--- src/rtl/k005297_dldncntr.sv ---
// k005297_dldncntr: serial LSB-first data-length down-counter, shifted once per tick across rotation slots 1..WIDTH.
// Optional build macro K005297_DLDNCNTR_WRAP_EN: DONE accepts decrements, 0 wraps to all-ones and pulses o_DLCNTR_BFLAG.
module k005297_dldncntr #(
   parameter int WIDTH = 10
) (
   input  logic        i_MCLK,
   input  logic        i_RST,
   input  logic        i_CLK2M_PCEN_n,
   input  logic [19:0] i_ROT20_n,
   input  logic        i_DLLOAD_START_n,
   input  logic        i_DLLOAD_DATA,
   input  logic        i_DLCNT_EN,
   output logic        o_DLCNTR_LSB,
   output logic        o_DLCNTR_ZERO,
   output logic        o_DLCNTR_DONE,
   output logic        o_DLCNTR_BFLAG,
   output logic        o_DLCNTR_BUSY
);
`ifdef K005297_DLDNCNTR_WRAP_EN
   localparam logic L_WRAP = 1'b1;
`else
   localparam logic L_WRAP = 1'b0;
`endif
   localparam int PW = $clog2(WIDTH + 1);

   typedef enum logic [1:0] {S_IDLE, S_LOAD, S_COUNT, S_DONE} state_t;

   state_t           r_state, w_state_nxt;
   logic [WIDTH-1:0] r_cnt;
   logic [PW-1:0]    r_pos;
   logic             r_win, r_ldreq, r_pend, r_borrow, r_zacc;
   logic             r_zero, r_done, r_bflag, r_busy;
   logic             w_tick, w_start, w_rot0, w_shift, w_pos0, w_last, w_hold, w_subst;
   logic             w_sub, w_bin, w_newbit, w_bout, w_zacc_nxt, w_busy_nxt;
   logic             w_unused_rot;

   assign w_unused_rot = &i_ROT20_n[19:1];

   // A pending start (w_hold) turns the rest of the current window into a plain recirculate.
   always_comb begin : datapath
      w_tick     = ~i_CLK2M_PCEN_n;
      w_start    = w_tick & ~i_DLLOAD_START_n;
      w_rot0     = w_tick & ~i_ROT20_n[0];
      w_shift    = w_tick & r_win;
      w_pos0     = (r_pos == '0);
      w_last     = w_shift & (r_pos == PW'(WIDTH - 1));
      w_hold     = r_ldreq | w_start;
      w_subst    = ~w_hold & ((r_state == S_COUNT) | (L_WRAP & (r_state == S_DONE)));
      w_sub      = w_shift & w_pos0 & w_subst & r_pend;
      w_bin      = w_pos0 ? 1'b0 : r_borrow;
      w_bout     = (~r_cnt[0] & (w_sub | w_bin)) | (r_cnt[0] & w_sub & w_bin);
      w_newbit   = r_cnt[0];
      if (w_subst)
         w_newbit = r_cnt[0] ^ w_sub ^ w_bin;
      else if (!w_hold && r_state == S_LOAD)
         w_newbit = i_DLLOAD_DATA;
      w_zacc_nxt = w_pos0 ? w_newbit : (r_zacc | w_newbit);
   end

   always_ff @(posedge i_MCLK) begin : state_reg
      if (i_RST)
         r_state <= S_IDLE;
      else if (w_tick)
         r_state <= w_state_nxt;
   end

   always_comb begin : next_state
      w_state_nxt = r_state;
      if (w_rot0 && w_hold)
         w_state_nxt = S_LOAD;
      else if (w_last && !w_hold && (r_state == S_LOAD || w_subst))
         w_state_nxt = w_zacc_nxt ? S_COUNT : S_DONE;
   end

   always_comb begin : state_out
      w_busy_nxt = (w_state_nxt == S_LOAD) || (w_state_nxt == S_COUNT);
   end

   always_ff @(posedge i_MCLK) begin : regs
      if (i_RST) begin
         r_cnt    <= '0;
         r_pos    <= '0;
         r_win    <= 1'b0;
         r_ldreq  <= 1'b0;
         r_pend   <= 1'b0;
         r_borrow <= 1'b0;
         r_zacc   <= 1'b0;
         r_zero   <= 1'b1;
         r_done   <= 1'b0;
         r_bflag  <= 1'b0;
         r_busy   <= 1'b0;
      end else if (w_tick) begin
         r_busy  <= w_busy_nxt;
         r_bflag <= 1'b0;
         if (w_rot0) begin
            r_win <= 1'b1;
            r_pos <= '0;
         end else if (w_shift) begin
            r_cnt    <= {w_newbit, r_cnt[WIDTH-1:1]};
            r_pos    <= r_pos + PW'(1);
            r_borrow <= w_bout;
            r_zacc   <= w_zacc_nxt;
            if (w_last) begin
               r_win   <= 1'b0;
               r_zero  <= ~w_zacc_nxt;
               r_bflag <= L_WRAP & w_subst & w_bout;
               if (!w_hold)
                  r_done <= (w_state_nxt == S_DONE);
            end
         end
         // Start arriving on the window-start tick loads immediately; otherwise it waits for the next one.
         if (w_rot0)
            r_ldreq <= 1'b0;
         else if (w_start)
            r_ldreq <= 1'b1;
         if (w_start)
            r_done <= 1'b0;
         if (w_start || (r_state == S_DONE && !L_WRAP))
            r_pend <= 1'b0;
         else if (i_DLCNT_EN)
            r_pend <= 1'b1;
         else if (w_sub)
            r_pend <= 1'b0;
      end
   end

   assign o_DLCNTR_LSB   = r_cnt[0];
   assign o_DLCNTR_ZERO  = r_zero;
   assign o_DLCNTR_DONE  = r_done;
   assign o_DLCNTR_BFLAG = r_bflag;
   assign o_DLCNTR_BUSY  = r_busy;

endmodule

--- config.mk ---
export PLATFORM = sky130hd
export DESIGN_NAME = k005297_dldncntr
export DESIGN_NICKNAME = d
export VERILOG_FILES = /design/src/rtl/k005297_dldncntr.sv
export SDC_FILE = /design/constraint.sdc
export NUM_CORES = 1
export LEC_CHECK = 0
export BUFFER_PORTS_ARGS = -buffer_cell sky130_fd_sc_hd__buf_4
export CORE_MARGIN = 2
export CORE_UTILIZATION = 51
export DETAILED_ROUTE_END_ITERATION = 7
export PLACE_DENSITY = 0.78
export SETUP_SLACK_MARGIN = 0.02
export SYNTH_ARGS = -nofsm -noshare
export SYNTH_HDL_FRONTEND = slang
export SYNTH_SLANG_ARGS = --single-unit
--- constraint.sdc ---
create_clock -name i_MCLK -period 2.8 [get_ports i_MCLK]
set_input_delay 0.56 -clock i_MCLK [delete_from_list [all_inputs] [get_ports i_MCLK]]
set_output_delay 0.56 -clock i_MCLK [all_outputs]
set_load 0.01 [all_outputs]
[Word-level counts from Yosys, hierarchy flattened]
Index checks and enable logic that the tools add are counted.
Storage, ports and cells
  register bits after elaboration: 24
  input bits: 26
  word-level logic and storage cells: 89
Operators by class
  $add $sub $neg: 1
  equality and inequality tests: 9
  muxes and demuxes: 22
  bitwise logic cells: 24
  reduce and logical (&&, ||, !) cells: 22
Operators with widths (count)
  two-way mux 1 bit: 18
  bitwise AND 1 bit: 11
  nonzero test 2 bit: 5
  equality test 2 bit, second input constant: 4
  two-way mux 4 bit: 2
  NOT 1 bit: 7
  AND reduction 2 bit: 3
  AND reduction 3 bit: 2
  AND reduction 5 bit: 1
  adder 4 x 1 -> 4 bit, second input constant: 1
  equality test 2 x 1 -> 1 bit, second input constant: 2
  equality test 4 bit, second input constant: 1
  logical AND 1 bit: 4
  logical NOT 4 bit: 1
  two-way mux 2 bit: 2
  inequality test 2 bit, second input constant: 2
  OR 1 bit: 4
  AND reduction 4 bit: 1
  logical OR 1 bit: 3
  nonzero test 3 bit: 1
  XOR 1 bit: 2
  logical NOT 1 bit: 1

[Depth between registers and ports, before layout]
Gate-level depths: netlist of run 1.
  depth in word-level cells: 21
  depth in mapped cells: 12
  gate-level depth less buffers: 12

[Least setup slack after synthesis of run 1]
OpenSTA, ideal clock, no wires.
  path kind: reg2reg
  start: register r_pos[0]
  end: register r_busy (netlist: o_DLCNTR_BUSY)
  data arrival time: 2.449 ns
  required time: 2.686 ns
  slack: 0.236 ns
  stages on the path, launching flop included: 13
  buffers on the path: 0
  clock period less this slack: 2.564 ns
  path through: dfxtp_1 inv_1 ha_1 or3b_4 nor3_1 fa_1 nand3b_1 o2111ai_1 nand4_1 nand2_1 ha_1 mux2i_1 nor2_1
Between the ends
  cells in the longest elaborated chain, start to end: 14
Ends and longest elaborated chain
  start, declared: line 30  | logic [PW-1:0] r_pos;
  start signal, assigned: line 100  | r_pos <= r_pos + PW'(1);
  logical NOT 4 bit: line 45  | w_pos0 = (r_pos == '0);
  bitwise AND 1 bit (3 in series): line 49  | w_sub = w_shift & w_pos0 & w_subst & r_pend;
  XOR 1 bit (2 in series): line 54  | w_newbit = r_cnt[0] ^ w_sub ^ w_bin;
  two-way mux 1 bit: line 53  | if (w_subst)
  OR 1 bit: line 57  | w_zacc_nxt = w_pos0 ? w_newbit : (r_zacc | w_newbit);
  two-way mux 1 bit: line 57
  two-way mux 1 bit: line 72  | w_state_nxt = w_zacc_nxt ? S_COUNT : S_DONE;
  two-way mux 2 bit *: line 71  | else if (w_last && !w_hold && (r_state == S_LOAD || w_subst))
  two-way mux 2 bit *: line 69  | if (w_rot0 && w_hold)
  net w_state_nxt[0]: line 28  | state_t r_state, w_state_nxt;
  equality test 2 x 1 -> 1 bit / equality test 2 bit (equally long branches): line 76  | w_busy_nxt = (w_state_nxt == S_LOAD) || (w_state_nxt == S_COUNT);
  logical OR 1 bit *: line 76
  net w_busy_nxt: line 34  | logic w_sub, w_bin, w_newbit, w_bout, w_zacc_nxt, w_busy_nxt;
  end signal, assigned: line 93  | r_busy <= w_busy_nxt;
  end, declared: line 32  | logic r_zero, r_done, r_bflag, r_busy;
The timed path passes the listed nets; every way through them passes the cells marked *.
A chain may end at the register's enable or synchronous reset.

[Final worst setup path of run 1]
  start: register r_pos[1]
  end: register r_busy (netlist: o_DLCNTR_BUSY)
The elaborated chain is that of the path after synthesis.

==> run metrics, run 1 <==
Synth Warn # 0; worst path cell trace inv_2, ha_4, or3b_4, and2_4, fa_1, nand3b_1, o211ai_1, nand4_1, nand2_1, ha_1, mux2i_1, nor2_1; crit end category register; CTS sink cnt 24; syn nets approximately 170; Via density approximately 5.5; Mapped Cells 140; Clock Power Share between 30% and 40%; Core ar. between 2000 and 2500 um^2; placed cell area between 1000 and 1500 um^2; Required @ worst endpoint approximately 3000 ps; DR DRC count 0; # port buffers 10; Critical Path AT between 2000 and 3000 ps; Seq/Total Area, Yosys 39.9%; Logic pwr share 9.3%; Switching Power between 0.1 and 0.15 mW; fin nets approximately 190; Final GP Congestion around 0.84; area grow syn2layout 15.1%; Reg2Reg Setup Slack around 130 ps; slowest CP cell fa_1; RR Endpoint o_DLCNTR_BUSY; period utilisation layout 95.2%; hold endpoint r_cnt[2]; Die ar. 2760 um^2; worst slew pin tran between 500 and 600 ps; number of cell rows 17; Starting Density a little over half; commonest cells in the netlist 26 x nand2_1, 24 x dfxtp_1, 14 x a21oi_1; Avg Inst Size Synth between 8 and 9 um^2; hpwl dp 1870 um; commonest register cell after synthesis dfxtp_1; Hold Crit Depth 2; R2R depth 12; Hold Fails Final Rpt 0; slew margin rel. around 63%; post-synth top area share roughly 40%; I/O Pins 31; CTS root buffer clkbuf_4; Worst Path Max Fanout 4; max-cap check violation count 0; pwr dens around 430 nW/um^2; htree depth 1; unrepaired setup endpoints after global routing yes; Hold Crit Class register to register; antenna cells 0; leakage around 0.5 nW; count leader, synth nand2_1; Tot GR Track Use 21.2%; routed via count 1009; Pint 0.451 mW; CP max stage delay between 500 and 600 ps; Flop pwr share roughly 60%; CTS buffer count 3; CTS tree built; first-pass GRT wire length between 4000 and 5000 um; largest net degree at the start of global routing 25; DR pass1 iterations 4; Yosys cell types 44; drt total wl 2520 um; setup_tns 0 ps; Max IR drop VDD roughly 0.32 mV; clock period minus worst slack ~2700 ps; Final Setup Violations 0; grt ovf 0; post-route cell area around 1400 um^2; Mapped Area roughly 1200 um^2; Core Util, Final between 60% and 70%; Post-synth EDFFs 0; Peak Freq around 380 MHz; clk slew on worst S/H paths 130 ps; Sw Share between 20% and 30%; cell taking the most area after synthesis dfxtp_1; total power approximately 0.6 mW; hold path start r_cnt[3]; synth top area cells dfxtp_1 40%, nand2_1 8.1%, a21oi_1 5.8%, ha_1 4.2%, inv_1 2.5%; Hold-fix buffers, CTS 0; Yosys reg bits 24; share of cells above drive strength 1 20.8%; WL per Instance between 10 and 15 um; Die Width 52.6 um; antenna-violating nets left 0; initial antenna violation count 0; FF-to-FF Start r_pos[1]; Slew Viols, Final 0; fill cell count between 200 and 250; DRT iter0 DRCs 26; status finished, final reports clean; vias in the first global route between 1000 and 1500; maximum clock insertion buffer count 2; worst clock skew about 3.5 ps; Die Height 52.6 um; async set or reset register ratio after synthesis 0%; Worst setup SP type register; worst setup path class register to register; clock latency on the worst-skew pair 310 ps
-- layout by cell type, fill, tap and decap left out, drive strengths merged, types with 3 or more instances in the layout --
cell type,n
nand4,3
clkbuf,4
a21oi,14
nor3,4
nand3b,4
nor2,7
dfxtp,24
ha,4
inv,8
nand2,26
buf,18
nor2b,4
-- cells by family after synthesis --
kind of cell / count (synthesis) / synth area share [%]
AOI/OAI and AO/OA: 31 / 18.3
xor gates and xnor gates: 3 / 2.18
adders and majority gates: 5 / 5.82
buffers and inverters: 16 / 7.28
DFF: 24 / 39.9
muxes: 1 / 0.832
other: 1 / 0.312
and+or+nand+nor: 59 / 25.4
-- critical path, delay by kind of cell (launching register included) --
kind | cells | cell delay, ps
simple gates | 6 | 1000
fa+ha+maj | 3 | 870
flops | 1 | 360
compound gates | 1 | 130
mux | 1 | 130
buf+inv | 1 | 80
-- metrics by stage --
stage          setup WS (ps)  std cells  hold WS (ps)
6_report                 134        182           463
5_1_grt               0.0233        182           489
4_1_cts                 40.0        181           462
3_5_place_dp           -36.5        175           443
3_3_place_gp             104        175           436
2_1_floorplan            236        140           429
-- final cells by class --
class | count | area, um^2 | area share (%)
inverters | 8 | 30.0 | 2.17
flip-flops and latches | 24 | 482 | 34.8
multi-input cells | 100 | 667 | 48.1
repair buffers | 18 | 135 | 9.76
clock buffers | 4 | 36.3 | 2.62
well taps | 28 | 35.0 | 2.53
-- state kept, by name, indices dropped and copies added, names as in the netlist --
signal / count
r_pend: 1
o_DLCNTR_ZERO: 1
r_ldreq: 1
r_cnt: 10
r_win: 1
r_state: 2
r_zacc: 1
r_borrow: 1
o_DLCNTR_BUSY: 1
o_DLCNTR_DONE: 1
r_pos: 4
-- worst max-delay path by stage --
stage                   start       endpoint  slack (ps)  depth (start not counted)
2_1_floorplan        r_pos[0]  o_DLCNTR_BUSY         240                         12
6_report             r_pos[1]  o_DLCNTR_BUSY         130                         12
4_1_cts              r_pos[1]  o_DLCNTR_BUSY          40                         12
3_5_place_dp         r_pos[1]  o_DLCNTR_BUSY         -40                         12
3_3_place_gp   i_CLK2M_PCEN_n  o_DLCNTR_BUSY         100                         12
5_1_grt              r_pos[1]  o_DLCNTR_BUSY        0.02                         12
-- metal layers --
layer / routed length, um / track usage [%] / up-vias
li1: - / - / 511
met1: 1100 / 24.6 / 465
met2: 1270 / 37.1 / 27
met3: 118 / 3.43 / 6
met4: 29 / 10.7 / 0
met5: 0 / 0 / -
-- power by group through the flow --
stage	logic, mW	registers (mW)	clock network, mW
2_1_floorplan	0.0354	0.360	0
3_3_place_gp	0.0501	0.361	0
3_5_place_dp	0.0526	0.361	0
4_1_cts	0.0542	0.354	0.191
5_1_grt	0.0607	0.355	0.206
6_report	0.0554	0.354	0.184
-- what timing repair did --
item	in CTS	in global routing
pin swaps	1	8
buffers inserted	2	1
gates resized for setup	2	7
endpoints found under the hold margin	0	0
endpoints found under the setup margin	1	2
cloned	0	0
No activity file was read; power rests on OpenSTA's default activity.
==> inputs of run 2 (changes only) <==
MAX_ROUTING_LAYER = met4   (was default)
==> run 2 against run 1 <==
Non-clock buffer count stayed put. Largest cell class unchanged. Critical endpoint unchanged. Utilization stayed put. Clock power hardly changed.
==> run metrics, run 2 (same netlist as run 1, synthesis figures left out) <==
worst setup path class register to register; Reg2Reg Setup Slack approximately 140 ps; worst clock skew about 5.8 ps; drt total wl 2510 um; Min Hold Slack ~460 ps; Max IR drop VDD between 0.3 and 0.4 mV; Via density between 5 and 6; Switching Power 0.144 mW; total power roughly 0.60 mW; # port buffers 10; Worst Path Max Fanout 4; leakage 0.491 nW; worst slew pin tran roughly 570 ps; Flop pwr share roughly 60%; WL per Instance about 14 um; CTS root buffer clkbuf_4; hold endpoint r_cnt[2]; Final GP Congestion 0.853; Buf/Inv on CP 1; FF-to-FF Start r_pos[1]; routed via count approximately 1000; hold path start r_cnt[3]; Hold Crit Class register to register; Hold-fix buffers, CTS 0; Tot GR Track Use a little over a fifth; clk slew on worst S/H paths 140 ps; period utilisation layout between 90% and 100%; RR Endpoint o_DLCNTR_BUSY; M1 wire length 1120 um; clock period minus worst slack 2660 ps; number of cell rows 17; Critical Path AT around 2900 ps; top cell family by delay on the critical path simple AND/OR/NAND/NOR gates; CTS sink cnt 24; antenna cells 0; htree depth 1; largest net degree at the start of global routing 25; DRT iter0 DRCs 26; first-pass GRT wire length between 4000 and 5000 um; Hold Fails Final Rpt 0; grt ovf 0; Core ar. 2210 um^2; Core Util, Final roughly 63%; antenna-violating nets left 0; share of cells above drive strength 1 approximately a fifth; most common cell after layout, fill and taps aside nand2_1; CP max stage delay 530 ps; DR DRC count 0; Required @ worst endpoint 3020 ps; Peak Freq ~380 MHz; crit path launch r_pos[1]; wire length on met2 1270 um; Starting Density 54.4%; area of the multi-input gates around 670 um^2; register area roughly 480 um^2; Final Setup Violations 0; biggest registers after layout r_cnt x10, r_pos x4, r_state x2; Pint ~0.45 mW; max FFs per register 10; Logic pwr share under 10%; Worst setup SP type register; DR pass1 iterations 4; Slew Viols, Final 0; Biggest register r_cnt; routed wl met3 94 um; status finished, final reports clean; CTS tree built; vias in the first global route around 1000; Die ar. 2760 um^2; pwr dens 430 nW/um^2; maximum clock insertion buffer count 2; fin nets 186; slowest CP cell fa_1; commonest non-fill, non-tap cells in the layout 26 x nand2_1, 23 x dfxtp_1, 18 x buf_4; area grow syn2layout 15.1%; unrepaired setup endpoints after global routing yes; top layer in use met4; R2R depth 12; Hold Crit Depth 2; Sw Share about 24%; clock latency on the worst-skew pair ~320 ps; hpwl dp 1870 um; crit end category register; setup_tns 0 ps; fill cell count 208; slew margin rel. between 60 and 70%; Die Width 52.6 um; Die Height roughly 53 um; CTS buffer count 3; max-cap check violation count 0; worst path cell trace inv_2, ha_4, or3b_4, and2_4, fa_1, nand3b_1, o211ai_1, nand4_1, nand2_1, ha_1, mux2i_1, nor2_1; I/O Pins 31; Clock Power Share around 31%; initial antenna violation count 0
==> run 2: cell type report <==
class                           instances  share of cell area, %
Timing Repair Buffer                   18                   9.76
Sequential cell                        24                   34.8
Clock buffer                            4                   2.62
Inverter                                8                   2.17
Tap cell                               28                   2.53
Multi-Input combinational cell        100                   48.1
==> run 2: worst max path at each step <==
stage | endpoint | slack, ps | cells after the start
final | o_DLCNTR_BUSY | 140 | 12
after CTS | o_DLCNTR_BUSY | 40 | 12
after global placement | o_DLCNTR_BUSY | 100 | 12
after global routing | o_DLCNTR_BUSY | 0.02 | 12
after detailed placement | o_DLCNTR_BUSY | -40 | 12
after floorplan | o_DLCNTR_BUSY | 240 | 12
==> run 2: routing by layer <==
| metal | global-route usage [%] | vias to the layer above |
|---|---|---|
| li1 | - | 512 |
| met1 | 24.6 | 475 |
| met5 | - | - |
| met4 | 10.7 | 0 |
| met2 | 37.1 | 22 |
| met3 | 3.43 | 4 |
==> run 2: worst reg2reg max path, cell delays in order, from the launching register on <==
cell      delay [ps]
dfxtp_2          360
inv_2             80
ha_4             120
or3b_4           410
and2_4           160
fa_1             530
nand3b_1         120
o211ai_1         130
nand4_1          150
nand2_1           90
ha_1             220
mux2i_1          120
nor2_1            70
==> run 2: per-stage QoR <==
step,cell area (um^2),cells,setup WS [ps]
2_1_floorplan,1200,140,236
3_5_place_dp,1290,175,-36.5
3_3_place_gp,1290,175,104
4_1_cts,1360,181,40.0
5_1_grt,1390,182,0.0233
6_report,1390,182,137
==> run 2: what timing repair did <==
action / 4_1_cts / 5_1_grt
cloned: 0 / 0
buffers inserted: 2 / 1
gates resized for setup: 2 / 7
pin swaps: 1 / 8
endpoints found under the setup margin: 1 / 2
==> run 2: power by group through the flow <==
stage	Combinational (mW)	Clock [mW]	Sequential (mW)
3_5_place_dp	0.0526	0	0.361
4_1_cts	0.0542	0.191	0.354
3_3_place_gp	0.0501	0	0.361
2_1_floorplan	0.0354	0	0.360
6_report	0.0553	0.186	0.354
5_1_grt	0.0607	0.206	0.355
